File: config.mk
export PLATFORM = sky130hd
export DESIGN_NAME = bp_trace_arbiter_flat
export DESIGN_NICKNAME = d
export VERILOG_FILES = /design/src/rtl/bp_trace_arbiter_if.sv /design/src/rtl/bp_trace_arbiter.sv /design/src/flat_wrapper.sv
export SDC_FILE = /design/constraint.sdc
export NUM_CORES = 1
export LEC_CHECK = 0
export ABC_AREA = 1
export CORE_AREA = 10 10 193 195
export CTS_BUF_LIST = sky130_fd_sc_hd__clkbuf_8
export CTS_CLUSTER_DIAMETER = 30
export DETAILED_ROUTE_END_ITERATION = 8
export DIE_AREA = 0 0 203 205
export GPL_ROUTABILITY_DRIVEN = 0
export HOLD_SLACK_MARGIN = 0.02
export MAX_ROUTING_LAYER = met4
export PLACE_DENSITY_LB_ADDON = 0.1
export SKIP_CTS_REPAIR_TIMING = 1
export SLEW_MARGIN = 20
export SYNTH_ARGS = -nofsm -noshare
export SYNTH_HDL_FRONTEND = slang
export SYNTH_SLANG_ARGS = --single-unit
File: constraint.sdc
create_clock -name clk_i -period 2.7 [get_ports clk_i]
set_input_delay 0.81 -clock clk_i [delete_from_list [all_inputs] [get_ports clk_i]]
set_output_delay 0.81 -clock clk_i [all_outputs]
set_load 0.03 [all_outputs]
File: src/rtl/bp_trace_arbiter_if.sv
// Nexus trace packet type plus the source-side and sink-side handshake
// interfaces used by bp_trace_arbiter.
package bp_trace_pkg;
   localparam logic [5:0] MCODE_DIRECT_BRANCH = 6'd3;
   localparam logic [5:0] MCODE_COMPRESSED    = 6'd29;

   typedef struct packed {
      logic [5:0]  mcode;
      logic [15:0] timestamp;
      logic [63:0] addr;
   } nexus_trace_pkt_s;
endpackage

interface bp_trace_src_if import bp_trace_pkg::*; #(parameter int NUM_SRC = 4);
   nexus_trace_pkt_s [NUM_SRC-1:0] src_pkt_i;
   logic [NUM_SRC-1:0]             src_valid_i;
   logic [NUM_SRC-1:0]             src_ready_o;

   modport master (output src_pkt_i, output src_valid_i, input src_ready_o);
   modport slave  (input src_pkt_i, input src_valid_i, output src_ready_o);
endinterface

interface bp_trace_sink_if import bp_trace_pkg::*; #(parameter int SRC_ID_W = 2);
   nexus_trace_pkt_s    trace_pkt_o;
   logic [SRC_ID_W-1:0] trace_src_o;
   logic                trace_valid_o;
   logic                trace_ready_i;

   modport master (output trace_pkt_o, output trace_src_o, output trace_valid_o, input trace_ready_i);
   modport slave  (input trace_pkt_o, input trace_src_o, input trace_valid_o, output trace_ready_i);
endinterface

File: src/rtl/bp_trace_arbiter.sv
// Round-robin arbiter sharing one Nexus trace sink between NUM_SRC encoders;
// disabled sources are drained and their packets counted as drops.
module bp_trace_arbiter import bp_trace_pkg::*; #(
   parameter int NUM_SRC    = 4,
   parameter int SRC_ID_W   = $clog2(NUM_SRC),
   parameter int DROP_CNT_W = 16
) (
   input  logic                                clk_i,
   input  logic                                reset_i,
   bp_trace_src_if.slave                       src,
   bp_trace_sink_if.master                     sink,
   input  logic [NUM_SRC-1:0]                  src_en_i,
   input  logic                                drop_clr_i,
   output logic [NUM_SRC-1:0][DROP_CNT_W-1:0]  drop_cnt_o
);

   logic                load_p0;
   logic [NUM_SRC-1:0]  cand_p0;
   logic [NUM_SRC-1:0]  grant_p0;
   logic                found_p0;
   logic [SRC_ID_W-1:0] gnt_idx_p0;
   logic [SRC_ID_W-1:0] rr_next_p0;
   logic [SRC_ID_W-1:0] scan_idx;
   int                  scan_sum;

   logic [SRC_ID_W-1:0] rr_ptr;
   logic                vld_p1;
   nexus_trace_pkt_s    pkt_p1;
   logic [SRC_ID_W-1:0] src_p1;

   function automatic logic [DROP_CNT_W-1:0] sat_inc(input logic [DROP_CNT_W-1:0] v);
      return (&v) ? v : v + DROP_CNT_W'(1);
   endfunction

   // p0: pick the first candidate at or after the round-robin pointer
   always_comb begin
      load_p0    = !vld_p1 || sink.trace_ready_i;
      cand_p0    = src.src_valid_i & src_en_i;
      grant_p0   = '0;
      found_p0   = 1'b0;
      gnt_idx_p0 = '0;
      scan_idx   = '0;
      scan_sum   = 0;
      for (int k = 0; k < NUM_SRC; k++) begin
         scan_sum = int'(rr_ptr) + k;
         if (scan_sum >= NUM_SRC) scan_sum = scan_sum - NUM_SRC;
         scan_idx = SRC_ID_W'(scan_sum);
         if (!found_p0 && cand_p0[scan_idx]) begin
            found_p0           = 1'b1;
            gnt_idx_p0         = scan_idx;
            grant_p0[scan_idx] = 1'b1;
         end
      end
      rr_next_p0 = (gnt_idx_p0 == SRC_ID_W'(NUM_SRC-1)) ? '0 : gnt_idx_p0 + SRC_ID_W'(1);
   end

   // Disabled sources are always ready so a masked core is never stalled.
   assign src.src_ready_o = ~src_en_i | (grant_p0 & {NUM_SRC{load_p0}});

   // p1: single output register, reloaded whenever empty or being drained
   always_ff @(posedge clk_i) begin
      if (reset_i) begin
         vld_p1 <= 1'b0;
         pkt_p1 <= '0;
         src_p1 <= '0;
         rr_ptr <= '0;
      end else if (load_p0) begin
         vld_p1 <= found_p0;
         if (found_p0) begin
            pkt_p1 <= src.src_pkt_i[gnt_idx_p0];
            src_p1 <= gnt_idx_p0;
            rr_ptr <= rr_next_p0;
         end
      end
   end

   assign sink.trace_valid_o = vld_p1;
   assign sink.trace_pkt_o   = pkt_p1;
   assign sink.trace_src_o   = src_p1;

   always_ff @(posedge clk_i) begin
      if (reset_i || drop_clr_i) begin
         drop_cnt_o <= '0;
      end else begin
         for (int i = 0; i < NUM_SRC; i++) begin
            if (src.src_valid_i[i] && !src_en_i[i]) drop_cnt_o[i] <= sat_inc(drop_cnt_o[i]);
         end
      end
   end

endmodule

File: src/flat_wrapper.sv
// flat-port wrapper written by rule: the top's interface ports become plain ports
module bp_trace_arbiter_flat import bp_trace_pkg::*;
#(
   parameter int NUM_SRC    = 4,
   parameter int SRC_ID_W   = $clog2(NUM_SRC),
   parameter int DROP_CNT_W = 16
)
  (clk_i, reset_i, src_en_i, drop_clr_i, drop_cnt_o, src_src_pkt_i, src_src_valid_i, src_src_ready_o, sink_trace_pkt_o, sink_trace_src_o, sink_trace_valid_o, sink_trace_ready_i);
  bp_trace_src_if #(.NUM_SRC(NUM_SRC)) src_i ();
  bp_trace_sink_if #(.SRC_ID_W(SRC_ID_W)) sink_i ();
  input  logic clk_i;
  input  logic reset_i;
  input  logic [NUM_SRC-1:0] src_en_i;
  input  logic drop_clr_i;
  output logic [NUM_SRC-1:0][DROP_CNT_W-1:0] drop_cnt_o;
  input wire logic [$bits(src_i.src_pkt_i)-1:0] src_src_pkt_i;
  input wire logic [$bits(src_i.src_valid_i)-1:0] src_src_valid_i;
  output wire logic [$bits(src_i.src_ready_o)-1:0] src_src_ready_o;
  output wire logic [$bits(sink_i.trace_pkt_o)-1:0] sink_trace_pkt_o;
  output wire logic [$bits(sink_i.trace_src_o)-1:0] sink_trace_src_o;
  output wire logic [$bits(sink_i.trace_valid_o)-1:0] sink_trace_valid_o;
  input wire logic [$bits(sink_i.trace_ready_i)-1:0] sink_trace_ready_i;
  assign src_i.src_pkt_i = src_src_pkt_i;
  assign src_i.src_valid_i = src_src_valid_i;
  assign src_src_ready_o = src_i.src_ready_o;
  assign sink_trace_pkt_o = sink_i.trace_pkt_o;
  assign sink_trace_src_o = sink_i.trace_src_o;
  assign sink_trace_valid_o = sink_i.trace_valid_o;
  assign sink_i.trace_ready_i = sink_trace_ready_i;
  bp_trace_arbiter #(.NUM_SRC(NUM_SRC), .SRC_ID_W(SRC_ID_W), .DROP_CNT_W(DROP_CNT_W)) u_core (.clk_i(clk_i), .reset_i(reset_i), .src(src_i), .sink(sink_i), .src_en_i(src_en_i), .drop_clr_i(drop_clr_i), .drop_cnt_o(drop_cnt_o));
endmodule
==> metrics.txt <==
clock root buffer clkbuf_8; gr usage total 22.47%; PD cells 1101 nW/um^2; largest family of logic cells by synthesized area simple AND/OR/NAND/NOR gates; pin count of the biggest net entering global routing 69; leakage 8.396 nW; Final Setup Violations 4; Worst Setup EP src_src_ready_o[0]; multiplexer area fraction after synthesis 0%; sequential share of the synthesized area 28.89%; Final Cell Area 17640 um^2; die height 205 um; area delta synth->final 64.23%; unique cell type count in the Yosys netlist 35; Hold Path Class flop to flop; Mapped Cells 1874; grt ovf 0; number of synthesis warnings 0; Max Freq 342.8 MHz; Vias/cell 4.594; drt drc 0; Max H-tree Level 4; metal3 WL 3592 um; Mean Syn Cell Area 5.732 um^2; WL/cell 16.76 um; most frequent cells in the layout clkdlybuf4s50_1 (499), nand2_1 (401), inv_1 (349); Die Wd 203 um; Ports 513; first-pass GRT wire length 72230 um; layout cells sized above 1 7.323%; Placement Cell Area 17050 um^2; adder-cell share of the synthesized area 1.514%; CTS tree done; Setup crit start kind flop; Req. time, crit path 1890 ps; Tcrit/Tclk final 108.0%; vias in the first global route 12733; crit path DAT 2110 ps; failing checks setup timing; Final WS setup -217.2 ps; final core occ 53.01%; max layer used met4; deepest clock path buffer count 2; Slew Limit Headroom 64.02%; WL met1 19920 um; number of buffers inserted by port buffering 512; critical path type flop to output port; Initial Utilization 32.28%; Clock Latency Late Sink 470 ps; synthesized cell area 10740 um^2; cells on worst reg2reg path 14; total wire length 48100 um; Final Hold Fails 0; most common cell after layout, fill and taps aside clkdlybuf4s50_1; Post-DP HPWL 38440 um; Rows 67; initial antenna violation count 5; Peak VDD IR 0.6112 mV; R2R Path End u_core.sink.trace_pkt_o[42]$_SDFFE_PP0P_; First-pass DRT Iterations 5; Critical Path Fanout Max 5; Final Critical Period 2917 ps; Worst-Margin Slew 538.9 ps; Post-Synth Simple-Gate Area 46.43%; run status finished with violations; Compound-Gate Fraction of Synth Area 5.545%; via count 13185; Setup crit start u_core.rr_ptr[0]$_SDFFE_PP0P_; r2r setup slk 370 ps; RR Startpoint u_core.rr_ptr[0]$_SDFFE_PP0P_; clock-pin slew on the worst setup and hold paths 90 ps; clock sinks 155; Die ar. 41620 um^2; routed wire length on met2 24080 um; TNS Setup -784.3 ps; Routed Antenna Nets 0; synthesized flop and latch total 155; Power Total 0.01943 W; crit path capture type output port; initial DRC count 758; Slew Limit Fails 0; CTS Buf Count 17; Layout Cells excl Fill 2870; unrepaired setup endpoints after global routing yes; syn nets 2243; maxcap violations 0; Setup Skew 12.82 ps; Core Region 33280 um^2; dpl cells 2828; XOR/XNOR share of the synthesized area 0.7338%; Nets 2774
Yosys cell counts, drive strengths merged:
library cell    n  area [um^2]
a211oi          2        15.01
a21oi          48        244.0
a31o            1        8.760
a31oi           4        25.02
and3            2        12.51
buf            63        357.8
clkbuf         31        116.4
dfxtp         155         3103
ha             13        162.7
inv           357         1340
nand2         413         1563
nand3         319         1617
nand4          16        106.4
nor2          307         1152
nor3           24        120.1
nor3b          48        360.4
nor4            7        43.79
o21a            5        37.54
o21ai          43        222.7
o21ba           1        10.01
o21bai          2        15.01
o221ai          2        17.52
or2             2        12.51
xnor2           2        17.52
xor2            7        61.31
state kept, by name, summed over array words and instances, names as in the netlist:
name                       cells
u_core.drop_cnt_o             64
u_core.sink.trace_src_o        2
u_core.sink.trace_valid_o      1
u_core.sink.trace_pkt_o       86
u_core.rr_ptr                  2
where the power goes:
group	leakage [nW]	switching, W	internal (W)
combinational	6.93	0.00841	0.00600
clock	0.194	0.00103	0.000801
sequential	1.27	0.000292	0.00290
per-layer routing:
layer / track usage, % / up-vias
met5: - / -
met4: 4.476 / 0
met3: 6.697 / 30
met2: 39.09 / 424
met1: 25.09 / 5890
li1: - / 6841
kinds of logic (layout without fill, tap and decap cells):
logic type | after synthesis | after routing
buffers and inverters | 451 | 994
other | 0 | 5
and+or+nand+nor | 1138 | 1138
xor gates and xnor gates | 9 | 9
DFF | 155 | 155
AOI/OAI and AO/OA | 108 | 108
adders and majority gates | 13 | 13
critical path, stage by stage (launching register included):
cell and delay, ps:
dfxtp_2 350, inv_2 50, ha_4 310, inv_4 50, nand3_1 100, nand2_2 80, nand2_4 100, o221ai_1 120
o21ai_1 220, nand2_1 110, buf_6 150
worst min path at each step:
| stage | endpoint | slack [ps] | start | depth (start not counted) |
|---|---|---|---|---|
| floorplan | u_core.drop_cnt_o[52]$_SDFFE_PP0P_ | 590 | u_core.drop_cnt_o[52]$_SDFFE_PP0P_ | 2 |
| global placement | u_core.drop_cnt_o[46]$_SDFFE_PP0P_ | 460 | u_core.drop_cnt_o[46]$_SDFFE_PP0P_ | 2 |
| detailed placement | u_core.drop_cnt_o[46]$_SDFFE_PP0P_ | 480 | u_core.drop_cnt_o[46]$_SDFFE_PP0P_ | 2 |
| CTS | u_core.drop_cnt_o[46]$_SDFFE_PP0P_ | 490 | u_core.drop_cnt_o[46]$_SDFFE_PP0P_ | 2 |
| global route | u_core.drop_cnt_o[52]$_SDFFE_PP0P_ | 510 | u_core.drop_cnt_o[52]$_SDFFE_PP0P_ | 2 |
| finish | u_core.drop_cnt_o[52]$_SDFFE_PP0P_ | 490 | u_core.drop_cnt_o[52]$_SDFFE_PP0P_ | 2 |
final cells by class:
| cell class | instances | area [um^2] |
|---|---|---|
| fillers | 3351 | 15640 |
| repair buffers | 606 | 6237 |
| multi-input cells | 1268 | 5987 |
| flip-flops and latches | 155 | 3105 |
| inverters | 357 | 1348 |
| well taps | 448 | 560.5 |
| clock buffers | 19 | 261.5 |
| clock inverters | 12 | 128.9 |
| diodes | 5 | 12.51 |
metrics by stage:
stage / setup slack (ps) / hold slack (ps)
2_1_floorplan: -18.55 / 589.4
3_3_place_gp: -678.3 / 464.5
3_5_place_dp: -711.2 / 478.4
4_1_cts: -723.5 / 493.3
5_1_grt: -332.4 / 513.5
6_report: -217.2 / 488.7
(Power assumes the default switching activity.)
